--- src/rtl/stim_gen.sv ---
// Stimulus generator: four operand patterns issued one vector per clock, with a drain phase before done.
// Optional build macro STIM_HALT_ON_EVENT_EN makes a monitor mismatch pulse stop the run.
module stim_gen #(
  parameter int          WIDTH        = 32,
  parameter logic [31:0] SEED_A       = 32'hACE12468,
  parameter logic [31:0] SEED_B       = 32'h1357BDF0,
  parameter int          DRAIN_CYCLES = 8
) (
  input  logic             clk,
  input  logic             reset,
  input  logic             i_start,
  input  logic             i_stop,
  input  logic [1:0]       i_mode,
  input  logic [31:0]      i_count,
  input  logic             i_event,
  output logic [WIDTH-1:0] o_dut_ia,
  output logic [WIDTH-1:0] o_dut_ib,
  output logic             o_valid,
  output logic             o_busy,
  output logic             o_done,
  output logic [31:0]      o_vec_cnt
);

  typedef enum logic [1:0] {IDLE, RUN, DRAIN, DONE} state_t;

  state_t      state;
  state_t      next_state;
  logic        done_seen;
  logic [1:0]  mode_q;
  logic [31:0] count_q;
  logic [31:0] k;
  logic [31:0] vec_cnt;
  logic [31:0] drain_cnt;
  logic [31:0] lfsr_a;
  logic [31:0] lfsr_b;
  logic        halt;
  logic        start_ok;
  logic        stop_run;
  logic        issue;
  logic        drain_end;
  logic [31:0] idx;
  logic [1:0]  mode_sel;
  logic [31:0] vec_a;
  logic [31:0] vec_b;

  // Galois form of x^32+x^22+x^2+x+1, shifting toward bit 0
  function automatic logic [31:0] lfsr_step(input logic [31:0] s);
    return s[0] ? ((s >> 1) ^ 32'h80200003) : (s >> 1);
  endfunction

  function automatic logic [31:0] corner(input logic [2:0] sel);
    case (sel)
      3'd0:    return 32'h00000000;
      3'd1:    return 32'h00000001;
      3'd2:    return 32'h7FFFFFFF;
      3'd3:    return 32'h80000000;
      3'd4:    return 32'hFFFFFFFF;
      3'd5:    return 32'hFFFFFFFE;
      3'd6:    return 32'h55555555;
      default: return 32'hAAAAAAAA;
    endcase
  endfunction

`ifdef STIM_HALT_ON_EVENT_EN
  assign halt = i_event;
`else
  logic unused_event;
  assign unused_event = i_event;
  assign halt         = 1'b0;
`endif

  assign start_ok  = i_start && !i_stop && (state == IDLE || state == DONE);
  assign stop_run  = (state == RUN) &&
                     (i_stop || halt || (count_q != 32'd0 && vec_cnt == count_q));
  assign issue     = start_ok || (state == RUN && !stop_run);
  assign drain_end = (drain_cnt == 32'(DRAIN_CYCLES - 1));

  // The start edge issues vector 0 with the freshly sampled mode
  assign idx      = start_ok ? 32'd0 : k;
  assign mode_sel = start_ok ? i_mode : mode_q;

  always_comb begin
    vec_a = lfsr_a;
    vec_b = lfsr_b;
    case (mode_sel)
      2'd1: begin
        vec_a = corner(idx[5:3]);
        vec_b = corner(idx[2:0]);
      end
      2'd2: begin
        vec_a = idx;
        vec_b = ~idx;
      end
      2'd3: begin
        vec_a = 32'd1 << idx[4:0];
        vec_b = 32'd1 << (idx[4:0] + 5'd1);
      end
      default: begin
        vec_a = lfsr_a;
        vec_b = lfsr_b;
      end
    endcase
  end

  always_ff @(posedge clk or negedge reset) begin
    if (!reset) begin
      state     <= IDLE;
      done_seen <= 1'b0;
    end else begin
      state     <= next_state;
      done_seen <= (state == DONE);
    end
  end

  always_comb begin
    next_state = state;
    case (state)
      IDLE, DONE: if (start_ok) next_state = RUN;
      RUN:        if (stop_run) next_state = DRAIN;
      DRAIN:      if (drain_end) next_state = DONE;
      default:    next_state = IDLE;
    endcase
  end

  always_comb begin
    o_valid = (state == RUN);
    o_busy  = (state == RUN) || (state == DRAIN);
    o_done  = (state == DONE) && !done_seen;
  end

  always_ff @(posedge clk or negedge reset) begin
    if (!reset) begin
      o_dut_ia  <= '0;
      o_dut_ib  <= '0;
      lfsr_a    <= SEED_A;
      lfsr_b    <= SEED_B;
      k         <= 32'd0;
      vec_cnt   <= 32'd0;
      mode_q    <= 2'd0;
      count_q   <= 32'd0;
      drain_cnt <= 32'd0;
    end else begin
      if (start_ok) begin
        mode_q  <= i_mode;
        count_q <= i_count;
      end
      if (issue) begin
        o_dut_ia <= vec_a;
        o_dut_ib <= vec_b;
        k        <= idx + 32'd1;
        if (start_ok)
          vec_cnt <= 32'd1;
        else if (vec_cnt != 32'hFFFFFFFF)
          vec_cnt <= vec_cnt + 32'd1;
        if (mode_sel == 2'd0) begin
          lfsr_a <= lfsr_step(lfsr_a);
          lfsr_b <= lfsr_step(lfsr_b);
        end
      end
      if (stop_run)
        drain_cnt <= 32'd0;
      else if (state == DRAIN)
        drain_cnt <= drain_cnt + 32'd1;
    end
  end

  assign o_vec_cnt = vec_cnt;

endmodule

--- config.mk ---
export PLATFORM = sky130hd
export DESIGN_NAME = stim_gen
export DESIGN_NICKNAME = d
export VERILOG_FILES = /design/src/rtl/stim_gen.sv
export SDC_FILE = /design/constraint.sdc
export NUM_CORES = 1
export LEC_CHECK = 0
export CAP_MARGIN = 20
export CORE_AREA = 2 2 167 169
export CTS_BUF_LIST = sky130_fd_sc_hd__clkbuf_4 sky130_fd_sc_hd__clkbuf_8 sky130_fd_sc_hd__clkbuf_16
export DETAILED_ROUTE_END_ITERATION = 8
export DIE_AREA = 0 0 169 171
export GPL_ROUTABILITY_DRIVEN = 1
export GPL_TIMING_DRIVEN = 0
export PLACE_DENSITY = 0.74
export RECOVER_POWER = 100
export SYNTH_ARGS = -nofsm -noshare
export SYNTH_HDL_FRONTEND = slang
export SYNTH_SLANG_ARGS = --single-unit
--- constraint.sdc ---
create_clock -name clk -period 3.6 [get_ports clk]
set_clock_uncertainty 0.05 [all_clocks]
set_input_delay 0.36 -clock clk [delete_from_list [all_inputs] [get_ports clk]]
set_output_delay 0.36 -clock clk [all_outputs]
set_load 0.02 [all_outputs]
After elaboration in Yosys (flattened, before gate mapping). Cells that the tools add are included.

Bits in registers: 261. Input port bits: 39. Output and inout port bits: 99. Word-level logic and storage cells: 84.

$add $sub $neg: 4. Eq/ne operators: 24. Shifts and indexed selects: 2. Multiplexer cells: 16. Bitwise gates (word level): 3. Reductions and logical operators: 24.

Operator list (number): $pmux 32 s7 (2); $mux 32 (7); $pmux 32 s3 (2); $add 32x1->32 const B (3); $shl 1x5->32 const A (2); $eq 32x3->1 const B (1); $eq 32x32->1 (1); $ne 32x32->1 const B (1); $not 32->32 (1); $reduce_bool 32->1 (1); $eq 3x3->1 const B (6); $eq 3x2->1 const B (4); $eq 2x2->1 const B (4); $mux 2 (4); $not 3->4 (2); $eq 3x1->1 const B (2); $logic_and 1x1->1 (6); $logic_not 3->1 (2); $pmux 2 s3 (1); $add 5x1->5 const B (1); $eq 2x1->1 const B (2); $logic_not 2->1 (2); $logic_or 1x1->1 (4); $ne 2x2->1 const B (2); other kinds (6) (10).

Depth between registers and ports, before layout. Gate-level depths: netlist of run 1.

Depth in word-level cells: 8. Gate-level depth with buffers: 16. Mapped depth without buffers: 12.

Worst setup path before layout of run 1. Ideal clock, no wire load.

Path type: register -> register. From: reg state[0]. To: reg k[30]. Setup time: 0.078 ns. Arrival: 3.468 ns. Required time: 3.472 ns. Slack: 0.004 ns. Cell stages (with the launch flop): 16. Buffers on the path: 3. Period minus slack after synthesis: 3.596 ns. Cells stage by stage: dfrtp_1 inv_1 ha_1 nand3b_1 buf_2 buf_2 buf_2 nand2_1 inv_1 ha_1 nand3_2 or2_2 nor4_1 nand4_1 or4_1 a21oi_1.

Longest elaborated chain between the ends: 5. Elaborated cells between the ends (all ways): 11. Classes of those cells: add/sub (1); eq/ne (2); mux (1); reduce/logical (7).

Ends and longest elaborated chain: start, declared (line 26) `state_t state;`; start signal, assigned (line 110) `state <= next_state;`; $eq 2x2->1, or another cell as far along (line 72) `assign start_ok = i_start && !i_stop && (state == IDLE || state == DONE);`; $logic_or 1x1->1 / $logic_and 1x1->1 (equally long branches) (line 72, 73); $logic_and 1x1->1 / $logic_not 1->1 (equally long branches) (line 72, 75); $mux 32 / $logic_and 1x1->1 (equally long branches) (line 79, 75); $add 32x1->32 / $logic_or 1x1->1 (equally long branches) (line 150, 75); end signal, assigned (line 150) `k <= idx + 32'd1;`; end, declared (line 31) `logic [31:0] k;`.

Several ways; a longest one is shown, not always the timed one. A chain may end at the register's enable or synchronous reset.

Worst setup path in the final report of run 1.
From: reg state[1]. To: reg o_dut_ib[29].

Longest elaborated chain between the ends: 7. Elaborated cells between the ends (all ways): 26. Classes of those cells: add/sub (1); eq/ne (11); shift (1); mux (4); bitwise (1); reduce/logical (8).

Ends and longest elaborated chain: $eq 2x2->1 / $logic_not 2->1 (equally long branches) (line 72); $logic_or 1x1->1 (line 72); $logic_and 1x1->1 (line 72); $mux 32 (line 79) `assign idx = start_ok ? 32'd0 : k;`; $add 5x1->5, or another cell as far along (line 96) `vec_b = 32'd1 << (idx[4:0] + 5'd1);`; $shl 1x5->32 / $pmux 32 s7 (equally long branches) (line 96, 52); $pmux 32 s3 (line 85) `case (mode_sel)`; end signal, assigned (line 149) `o_dut_ib <= vec_b;`; end, declared (line 17) `output logic [WIDTH-1:0] o_dut_ib,`.

Several ways; a longest one is shown, not always the timed one.

==> out/results.ini, run 1 <==
[drt]
total_number_of_vias=12037
drcViolationCount=0
final_antenna_net_count=0
route.detailed.vias_per_inst=6.15
post_drt_wl_per_cell_um=21.2
detailed_routing_iterations_pass_1=6
routed_wirelength_um=41500
initialDrtViolationCount=1297

[timing]
layout_min_cycle_time_ps=3560
min_period_over_period=0.988
tightest_slew_ps=1470
grt_setup_unrepaired=true
finalHoldViolCount=0
slew_headroom=0.0206
worst_slack_ps=42.4
max_clock_freq_ghz=0.281
finalMaxSlewViolations=0
setup_viol=0
setup_tns_ps=0

[floorplan]
die_height_um=171
initial_core_util=0.510
die_width_um=169
fp-row-count=61
core-area_um2=27300
die_area_um2=28900
top_level_ports=138

[logic_synthesis]
mappedNetlistNets=1466
yosys_register_bits=261
yosys.area_share.xor_xnor=0.0503
synth.yosys.seq_area_share=0.472
synth_top_family_by_area=simple AND/OR/NAND/NOR gates
synth_enable_flop_cells=0
muxShareOfSynthArea=0.110
synth-warning-count=0
postSynth.asyncResetShare=1.00
synth_adder_area_share=0.0126
synthesis.area_per_instance_um2=9.86
synth_flop_cell=sky130_fd_sc_hd__dfrtp_1
combined_area_of_all_synthesized_cells_um2=13900
synthSimpleGateAreaFrac=0.200
synth_compound_gate_area_share=0.117
synth_cell_type_count=70
synthesis.instances=1413

[cells_and_area]
fillers=2300
diodes=0
final_net_count=1641
finish.utilization=0.620
area_grow_syn2layout_pct=21.6
finish.cell_count_without_fillers=1956
stdcell_area_um2=16900
post_route_cells_drive_above_1_share=0.166

[grt]
first_global_vias=11598
grt_overflow=0
grt_max_degree=125
global_route_wire_length_before_repair_um=65500
number_of_antenna_violations_at_the_first_check_in_global_routing=0
grt.total_usage=0.288

[power]
net_switching_power_mw=5.27
power_density_nw_per_um2=787
combinational_fraction_of_design_power=0.432
p_leak_nw=7.47
seq_power_share=0.329
ir_drop_uv=502
power.share.switching=0.395
p_int_mw=8.05
share_of_total_power_in_the_clock_network=0.239

[critical_path]
startpoint_type=flop
rr_startpoint=state[1]
critical_path.reg2reg.endpoint=o_dut_ib[29]
timing.critical_path.to_type=flop
timing.reg2reg.setup_slack_ps=40
cp.arrival_ps=3950
critPathKind=reg -> reg
reg2regPathDepth=14
worstPathRequired_ps=3990
cp_max_fo=10

[job]
cap_viol_max_count=0

[worst_hold_path]
timing.hold.worst_path_depth=3
worstHoldStart=i_count[23]
min_path_type=in -> reg
min_to=count_q[23]

[place]
place_worst_setup_slack_ps=-1210
placedInstanceArea_um2=15800
hpwl_um=30400
placedCellCount=1897
gp_congestion=1.02
port_buffers=136

[clocking]
cts.root.buffer_cell=sky130_fd_sc_hd__clkbuf_16
tritoncts=built
worst_setup_hold_path_clk_slew_ps=60
numClockSinks=261
cts_max_level=1
clock_network_latency_to_the_later_pin_of_the_worst_skew_pair_ps=560
cts_made_buffers=28
ctsLongestPathBuffers=3

[status]
outcome=finished clean

==> power by group through the flow <==
stage / registers (mW) / clock network (mW) / logic, mW
after global routing: 4.49 / 3.32 / 6.19
after detailed placement: 4.45 / 0 / 5.67
after floorplan: 4.66 / 0 / 3.28
final: 4.39 / 3.18 / 5.75
after CTS: 4.40 / 3.21 / 5.81
after global placement: 4.43 / 0 / 5.59
==> layer usage <==
metal | part of all wire | GRT usage | vias up
met5 | 0 | 0 | -
li1 | - | - | 5495
met2 | 0.45 | 0.455 | 583
met1 | 0.43 | 0.409 | 5872
met3 | 0.086 | 0.0546 | 87
met4 | 0.026 | 0.0821 | 0
==> stage by stage <==
step | hold slack (ps) | power, mW
2_1_floorplan | 14.4 | 7.95
3_3_place_gp | 439 | 10.0
3_5_place_dp | 270 | 10.1
4_1_cts | 265 | 13.4
5_1_grt | 291 | 14.0
6_report | 279 | 13.3
==> flip-flops by register name, indices dropped and copies added, names as in the netlist, 32 cells and up <==
signal / flops
o_dut_ia: 32
o_vec_cnt: 32
count_q: 32
k: 32
drain_cnt: 32
lfsr_a: 32
o_dut_ib: 32
lfsr_b: 32
==> placed cells by master, fill, tap and decap left out, types with 12 or more instances in the layout <==
cell type and instances:
sky130_fd_sc_hd__clkbuf_1 52, sky130_fd_sc_hd__or4_1 48, sky130_fd_sc_hd__o21ai_0 18, sky130_fd_sc_hd__nor2_1 106
sky130_fd_sc_hd__buf_4 12, sky130_fd_sc_hd__o211ai_1 32, sky130_fd_sc_hd__dfrtp_1 230, sky130_fd_sc_hd__o32a_1 20
sky130_fd_sc_hd__mux2i_1 19, sky130_fd_sc_hd__o31ai_1 12, sky130_fd_sc_hd__nand2_1 212, sky130_fd_sc_hd__mux2_2 113
sky130_fd_sc_hd__nand3_1 51, sky130_fd_sc_hd__nand4_1 41, sky130_fd_sc_hd__buf_2 26, sky130_fd_sc_hd__dlygate4sd3_1 100
sky130_fd_sc_hd__and3_1 17, sky130_fd_sc_hd__dfstp_2 31, sky130_fd_sc_hd__nor4_1 30, sky130_fd_sc_hd__a21oi_1 64
sky130_fd_sc_hd__inv_1 24, sky130_fd_sc_hd__clkdlybuf4s50_1 36, sky130_fd_sc_hd__clkbuf_16 29, sky130_fd_sc_hd__xnor2_1 23
sky130_fd_sc_hd__xor2_1 57
==> final cells by class <==
type	count	area [um2]	area share
clock buffer	35	790	0.0466
buffer	95	432	0.0255
sequential	261	6570	0.388
timing repair buffer	148	1470	0.0868
inverter	29	109	0.00643
tap	346	433	0.0256
multi-input combinational	1025	6890	0.407
clock inverter	17	236	0.0140
==> worst max-delay path by stage <==
stage                     startpoint  cells after the start           end
after CTS                   state[1]                     14         k[30]
after detailed placement      i_stop                     14         k[30]
after global placement         reset                      1  o_dut_ia[14]
after global routing        state[0]                     15  o_dut_ib[15]
final                       state[1]                     14  o_dut_ib[29]
after floorplan             state[0]                     15         k[30]
==> synth_stat cells (all sizes together) (3+ instances only) <==
cell type / instances / area share
buf: 49 / 0.018
and4: 9 / 0.0057
o21ai: 19 / 0.0068
nand3: 52 / 0.019
o22a: 3 / 0.0019
mux2i: 21 / 0.016
nor4: 31 / 0.014
a41oi: 11 / 0.0069
clkbuf: 49 / 0.013
a221oi: 9 / 0.0057
o22ai: 7 / 0.0031
nor2b: 6 / 0.0027
or2: 3 / 0.0013
ha: 14 / 0.013
or4: 49 / 0.027
mux2: 117 / 0.095
o211ai: 32 / 0.017
o32a: 20 / 0.014
nor3: 9 / 0.0032
nand2: 212 / 0.057
a2111oi: 5 / 0.0045
and2: 8 / 0.0036
nand2b: 8 / 0.0036
dfrtp: 230 / 0.41
a21oi: 66 / 0.024
o2bb2ai: 8 / 0.0050
inv: 28 / 0.0075
o221ai: 6 / 0.0038
xor2: 57 / 0.036
xnor2: 23 / 0.014
nor2: 108 / 0.029
a31oi: 4 / 0.0018
nand4: 41 / 0.018
or3: 8 / 0.0036
o21a: 3 / 0.0016
o31ai: 13 / 0.0070
dfstp: 31 / 0.058
and3: 17 / 0.0076
==> logic make-up (layout without fill, tap and decap cells) <==
kind of cell    after synthesis  after routing
xor+xnor                     80             80
fa+ha+maj                    14             14
compound gates              226            226
buf+inv                     127            324
flops                       261            261
simple gates                567            567
mux                         138            138
==> worst max-delay path, cell delays in order, from the launching register on <==
cell,delay (ps)
sky130_fd_sc_hd__dfrtp_1,420
sky130_fd_sc_hd__ha_1,330
sky130_fd_sc_hd__nand3b_1,170
sky130_fd_sc_hd__buf_6,180
sky130_fd_sc_hd__buf_6,150
sky130_fd_sc_hd__buf_8,150
sky130_fd_sc_hd__nand2_1,130
sky130_fd_sc_hd__inv_2,70
sky130_fd_sc_hd__buf_4,160
sky130_fd_sc_hd__ha_1,340
sky130_fd_sc_hd__a21oi_1,240
sky130_fd_sc_hd__a21oi_2,130
sky130_fd_sc_hd__buf_2,240
sky130_fd_sc_hd__o32a_1,390
sky130_fd_sc_hd__mux2_2,260
==> timing repair <==
| action | CTS | global route |
|---|---|---|
| gates resized for setup | 18 | 8 |
| buffers inserted | 5 | 4 |
| hold buffers | 1 | 0 |
| setup endpoints to repair | 94 | 33 |
| pin swaps | 2 | 4 |
| endpoints found under the hold margin | 54 | 0 |
No activity file was read; power rests on OpenSTA's default activity.
==> inputs of run 2 (changes only) <==
--- a/config.mk
+++ b/config.mk
@@ -6,10 +6,10 @@
 export NUM_CORES = 1
 export LEC_CHECK = 0
 export CAP_MARGIN = 20
-export CORE_AREA = 2 2 167 169
+export CORE_AREA = 2 2 137 206
 export CTS_BUF_LIST = sky130_fd_sc_hd__clkbuf_4 sky130_fd_sc_hd__clkbuf_8 sky130_fd_sc_hd__clkbuf_16
 export DETAILED_ROUTE_END_ITERATION = 8
-export DIE_AREA = 0 0 169 171
+export DIE_AREA = 0 0 139 208
 export GPL_ROUTABILITY_DRIVEN = 1
 export GPL_TIMING_DRIVEN = 0
 export PLACE_DENSITY = 0.74
==> out/results.ini, run 2 (same netlist as run 1, synthesis figures left out) <==
[power]
p_int_mw=7.94  ; -1.3%
share_of_total_power_in_the_clock_network=0.222  ; -0.017
net_switching_power_mw=5.23  ; -0.71%
power.share.switching=0.397  ; +0.00152
combinational_fraction_of_design_power=0.444  ; +0.012
ir_drop_uv=561  ; +12%
p_leak_nw=7.47  ; about the same
seq_power_share=0.333  ; +0.004
power_density_nw_per_um2=779  ; -0.96%
design_power_total_mw=13.2  ; -1.1%

[critical_path]
cp_max_fo=10  ; unchanged
crit_slowest_cell=sky130_fd_sc_hd__dfrtp_1
crit_path_cell_trace=ha_4 > and3b_1 > clkbuf_4 > mux2i_2 > inv_2 > nand2_1 > buf_2 > a21oi_1 > o32a_1 > mux2_2
startpoint_type=flop
cp.arrival_ps=3900  ; -50 ps
reg2regPathDepth=10  ; -4
crit_path_end=o_dut_ib[28]
timing.critical_path.to_type=flop
worstPathRequired_ps=3980  ; about the same
critPathKind=reg -> reg
timing.reg2reg.setup_slack_ps=70  ; +30 ps
crit_path_start=state[1]
rr_startpoint=state[1]
critical_path.max_stage_delay_ps=440  ; +20 ps
critical_path.reg2reg.endpoint=o_dut_ib[28]

[place]
placedInstanceArea_um2=15800  ; about the same
gp_congestion=0.996  ; -2.5%
hpwl_um=30700  ; +1.1%
port_buffers=136  ; unchanged

[drt]
drcViolationCount=0  ; unchanged
initialDrtViolationCount=1205  ; -7.1%
routed_wirelength_um=42100  ; +1.6%
detailed_routing_iterations_pass_1=5  ; -1
final_antenna_net_count=0  ; unchanged
total_number_of_vias=12165  ; +1.1%
route.detailed.vias_per_inst=6.23  ; +1.2%
post_drt_wl_per_cell_um=21.6  ; +1.7%

[job]
cap_viol_max_count=1  ; +1

[floorplan]
fp-row-count=74  ; +21%
die_width_um=139  ; -18%
top_level_ports=138  ; unchanged
die_height_um=208  ; +22%
initial_core_util=0.515  ; +0.00543
die_area_um2=28900  ; about the same
core-area_um2=27000  ; -1.1%

[clocking]
cts.root.buffer_cell=sky130_fd_sc_hd__clkbuf_16
numClockSinks=261  ; unchanged
clock_network_latency_to_the_later_pin_of_the_worst_skew_pair_ps=550  ; about the same
tritoncts=built
cts_max_level=1  ; unchanged
cts_made_buffers=26  ; -7.1%
worst_setup_hold_path_clk_slew_ps=60  ; about the same
ctsLongestPathBuffers=3  ; unchanged

[timing]
finalHoldViolCount=0  ; unchanged
slew_headroom=-0.409  ; -0.429
setup_viol=0  ; unchanged
tightest_slew_ps=2110  ; +644 ps
setup_tns_ps=0  ; unchanged
grt_setup_unrepaired=true
finalMaxSlewViolations=36  ; +36
min_period_over_period=0.979  ; -0.00905
max_clock_freq_ghz=0.284  ; +0.92%
holdWs_ps=284  ; +5.21 ps
layout_min_cycle_time_ps=3530  ; -32.6 ps

[cells_and_area]
stdcell_area_um2=16900  ; -0.14%
final_net_count=1645  ; +0.24%
diodes=0  ; unchanged
area_used_by_multi_input_combinational_logic_um2=6920  ; +0.38%
fillers=2290  ; -0.43%
leading_cell_types_in_the_layout_fill_and_taps_excluded=230 x sky130_fd_sc_hd__dfrtp_1, 209 x sky130_fd_sc_hd__nand2_1, 113 x sky130_fd_sc_hd__mux2_2
area.sequential_um2=6570  ; unchanged
post_route_cells_drive_above_1_share=0.173  ; +0.00610
area_grow_syn2layout_pct=21.4
mostFrequentLayoutCell=sky130_fd_sc_hd__dfrtp_1

[worst_hold_path]
min_path_type=in -> reg

[grt]
grt_overflow=0  ; unchanged
number_of_antenna_violations_at_the_first_check_in_global_routing=0  ; unchanged
grt_max_degree=119  ; -4.8%
first_global_vias=12385  ; +6.8%
global_route_wire_length_before_repair_um=68100  ; +4.0%
grt.total_usage=0.291  ; +0.00293

[status]
violations=capacitance limit, slew limit
outcome=finished, violations left

[run 2: cell types whose count changed in the layout (fill, tap and decap cells not counted), moves of 3 or more]
cell                              change
sky130_fd_sc_hd__clkdlybuf4s50_1      +3
sky130_fd_sc_hd__buf_2                +6
sky130_fd_sc_hd__dlygate4sd3_1        -3
sky130_fd_sc_hd__buf_4                +4
sky130_fd_sc_hd__buf_6                +3
sky130_fd_sc_hd__clkbuf_1             -3
sky130_fd_sc_hd__nand2_1              -3
sky130_fd_sc_hd__clkbuf_2             -4
sky130_fd_sc_hd__clkbuf_8             +3
sky130_fd_sc_hd__clkinvlp_4           -3
sky130_fd_sc_hd__nand2_2              +3
[run 2: critical path: cells and delay by family, from the launching register on]
kind | cells | cell delay [ps]
buffers and inverters | 3 | 820
multiplexers | 2 | 690
AND/OR/NAND/NOR | 2 | 630
AO/OA/AOI/OAI | 2 | 460
flip-flops | 1 | 440
adder cells (fa/ha/maj) | 1 | 300
[run 2: power groups by stage]
stage / logic [mW] / registers (mW) / clock network [mW]
floorplan: 3.28 / 4.66 / 0
global placement: 5.60 / 4.43 / 0
detailed placement: 5.69 / 4.44 / 0
CTS: 5.82 / 4.40 / 2.96
global route: 6.32 / 4.49 / 3.08
finish: 5.85 / 4.39 / 2.93
[run 2: cell type report]
cell class                      count  share of cell area
Sequential cell                   261               0.389
Multi-Input combinational cell   1025               0.409
Timing Repair Buffer              153              0.0888
Inverter                           29             0.00644
Tap cell                          342              0.0253
Buffer                             96              0.0269
Clock buffer                       37              0.0466
Clock inverter                     10             0.00814
[run 2: how the worst min path moves through the flow]
stage                 start            to  cells past startpoint  slack [ps]
2_1_floorplan         reset    count_q[0]                      0          10
3_3_place_gp   o_dut_ia[15]  o_dut_ia[15]                      1         440
3_5_place_dp          reset   count_q[10]                      1         210
4_1_cts               reset   count_q[10]                      2         220
5_1_grt          i_count[8]    count_q[8]                      3         300
6_report        i_count[14]   count_q[14]                      3         280
[run 2: what timing repair did]
| item | CTS | global route |
|---|---|---|
| hold buffers | 1 | 0 |
| pin swaps | 1 | 5 |
| endpoints found under the hold margin | 33 | 0 |
| setup endpoints to repair | 105 | 99 |
| gates resized for setup | 18 | 16 |
| setup buffers | 5 | 9 |
[run 2: per-layer routing]
metal | vias to the layer above | track usage | share of wire
met2 | 562 | 0.498 | 0.49
met4 | 0 | 0.130 | 0.047
met1 | 5962 | 0.370 | 0.39
met5 | - | 0 | 0
li1 | 5506 | - | -
met3 | 135 | 0.0384 | 0.068
[run 2: through the flow]
stage                     setup slack (ps)  std cells   util
after global routing                 -45.2       1953  0.625
after floorplan                       4.27       1413      -
after CTS                             29.9       1945  0.622
after global placement               -8820       1891  0.581
final                                 75.0       1953  0.625
after detailed placement             -1170       1893  0.584
==> inputs of run 3 (changes only) <==
--- a/config.mk
+++ b/config.mk
@@ -6,13 +6,13 @@
 export NUM_CORES = 1
 export LEC_CHECK = 0
 export CAP_MARGIN = 20
-export CORE_AREA = 2 2 137 206
+export CORE_AREA = 2 2 156 234
 export CTS_BUF_LIST = sky130_fd_sc_hd__clkbuf_4 sky130_fd_sc_hd__clkbuf_8 sky130_fd_sc_hd__clkbuf_16
 export DETAILED_ROUTE_END_ITERATION = 8
-export DIE_AREA = 0 0 139 208
+export DIE_AREA = 0 0 158 236
 export GPL_ROUTABILITY_DRIVEN = 1
-export GPL_TIMING_DRIVEN = 0
-export PLACE_DENSITY = 0.74
+export HOLD_SLACK_MARGIN = 0.02
+export PLACE_DENSITY = 0.59
 export RECOVER_POWER = 100
 export SYNTH_ARGS = -nofsm -noshare
 export SYNTH_HDL_FRONTEND = slang
==> out/results.ini, run 3 (same netlist as run 1, synthesis figures left out) <==
[grt]
global_route_wire_length_before_repair_um=64000  ; -6.0%
grt_max_degree=115  ; -3.4%
grt.total_usage=0.219  ; -0.0719
grt_overflow=0  ; unchanged
first_global_vias=11353  ; -8.3%
number_of_antenna_violations_at_the_first_check_in_global_routing=0  ; unchanged

[drt]
route.detailed.vias_per_inst=5.57  ; -11%
initialDrtViolationCount=558  ; -54%
total_number_of_vias=11331  ; -6.9%
final_antenna_net_count=0  ; unchanged
drcViolationCount=0  ; unchanged
post_drt_wl_per_cell_um=19.9  ; -7.7%
routed_wirelength_um=40500  ; -3.8%
detailed_routing_iterations_pass_1=6  ; +1

[floorplan]
top_level_ports=138  ; unchanged
fp-row-count=85  ; +15%
core-area_um2=35500  ; +31%
die_area_um2=37300  ; +29%
initial_core_util=0.392  ; -0.123
die_height_um=236  ; +13%
die_width_um=158  ; +14%

[power]
p_leak_nw=7.42  ; -0.61%
power_density_nw_per_um2=768  ; -1.4%
ir_drop_uv=489  ; -13%
design_power_total_mw=13.0  ; -1.4%

[timing]
min_period_over_period=0.933  ; -0.0466
grt_setup_unrepaired=false
tightest_slew_ps=1710  ; -400 ps
setup_tns_ps=0  ; unchanged
setup_viol=0  ; unchanged
layout_min_cycle_time_ps=3360  ; -168 ps
slew_headroom=-0.142  ; +0.267
finalMaxSlewViolations=112  ; +210%
max_clock_freq_ghz=0.298  ; +5.0%
worst_slack_ps=243  ; +168 ps
finalHoldViolCount=0  ; unchanged

[status]
outcome=finished, violations left
violations=capacitance limit, slew limit

[place]
place_worst_setup_slack_ps=229  ; +1400 ps
gp_congestion=0.920  ; -7.6%
port_buffers=136  ; unchanged
placedCellCount=1984  ; +4.8%
hpwl_um=28700  ; -6.5%

[clocking]
post_cts.resized_instances=0  ; -18
ctsLongestPathBuffers=3  ; unchanged
cts_made_buffers=27  ; +3.8%
clock_network_latency_to_the_later_pin_of_the_worst_skew_pair_ps=560  ; about the same
tritoncts=built
worst_setup_hold_path_clk_slew_ps=60  ; about the same
cts_max_level=1  ; unchanged
numClockSinks=261  ; unchanged
cts.root.buffer_cell=sky130_fd_sc_hd__clkbuf_16

[cells_and_area]
leading_cell_types_in_the_layout_fill_and_taps_excluded=230 x sky130_fd_sc_hd__dfrtp_1, 211 x sky130_fd_sc_hd__nand2_1, 113 x sky130_fd_sc_hd__mux2_2
area_grow_syn2layout_pct=21.4  ; about the same
final_net_count=1590  ; -3.3%
area.sequential_um2=6570  ; unchanged
area_used_by_multi_input_combinational_logic_um2=6860  ; -0.85%
diodes=0  ; unchanged
mostFrequentLayoutCell=sky130_fd_sc_hd__dfrtp_1
fillers=3400  ; +48%
finish.cell_count_without_fillers=2034  ; +4.1%
post_route_cells_drive_above_1_share=0.168  ; -0.00483

[critical_path]
crit_path_start=state[0]
critPathBufInv=3  ; unchanged
critPathKind=reg -> reg
cp_top_family=simple AND/OR/NAND/NOR gates
critical_path.max_stage_delay_ps=860  ; +420 ps
cp_max_fo=11  ; +1
rr_startpoint=state[0]
crit_path_top_cell_by_count=sky130_fd_sc_hd__nand4_1
worstPathRequired_ps=3980  ; about the same
cp.arrival_ps=3730  ; -170 ps
crit_path_cell_trace=inv_1 > ha_1 > and3b_1 > clkbuf_1 > nor4_1 > nand4_1 > clkbuf_2 > nand4_1 > or4_1 > nand2_1
startpoint_type=flop
crit_slowest_cell=sky130_fd_sc_hd__nor4_1
timing.critical_path.to_type=flop

[worst_hold_path]
min_path_type=in -> reg
worstHoldStart=i_count[7]

[job]
cap_viol_max_count=2  ; +1

-- run 3: cell count changes in the layout (fill, tap and decap cells not counted), moves of 4 or more --
cell	before	now
sky130_fd_sc_hd__clkbuf_1	49	5
sky130_fd_sc_hd__buf_2	32	0
sky130_fd_sc_hd__buf_4	16	35
sky130_fd_sc_hd__buf_1	7	0
sky130_fd_sc_hd__clkbuf_4	5	11
sky130_fd_sc_hd__buf_12	1	6
sky130_fd_sc_hd__buf_6	5	1
sky130_fd_sc_hd__clkbuf_2	1	5
sky130_fd_sc_hd__ha_1	10	14
-- run 3: layer usage --
metal | global-route usage | share of wire
met5 | 0 | 0
met4 | 0.0893 | 0.040
met3 | 0.0254 | 0.042
met2 | 0.379 | 0.51
met1 | 0.277 | 0.41
-- run 3: layout make-up --
type	count	area share
clock buffer	36	0.0451
clock inverter	12	0.0104
inverter	29	0.00644
multi-input combinational	1025	0.406
sequential	261	0.389
tap	478	0.0354
timing repair buffer	193	0.109
-- run 3: path summary, 6_finish.rpt --
path / to / slack, ps / cells after the start
min reg2reg: o_dut_ia[22] / 450 / 1
min in group asynchronous: drain_cnt[18] / 770 / 2
max reg2reg: o_vec_cnt[18] / 240 / 10
min: count_q[7] / 280 / 3
max: o_vec_cnt[18] / 240 / 10
max in group asynchronous: o_dut_ib[11] / 750 / 3
-- run 3: tightest hold or removal path: cells and delay by family --
| kind | cells | cell delay, ps |
|---|---|---|
| buffers and inverters | 1 | 390 |
| AND/OR/NAND/NOR | 2 | 90 |
-- run 3: power breakdown --
group | switching, mW | internal, mW
combinational | 3.12 | 2.40
sequential | 0.694 | 3.77
clock | 1.23 | 1.78
total | 5.05 | 7.95
-- run 3: what timing repair did --
item	4_1_cts	5_1_grt
buffers inserted	0	0
hold buffers	1	0
hold endpoints to repair	67	0
-- run 3: stage by stage --
stage | area [um2] | hold slack [ps] | utilization
floorplan | 13900 | 14.4 | -
global placement | 16000 | 312 | 0.451
detailed placement | 16000 | 312 | 0.451
CTS | 17000 | 264 | 0.478
global route | 16900 | 286 | 0.476
finish | 16900 | 284 | 0.476
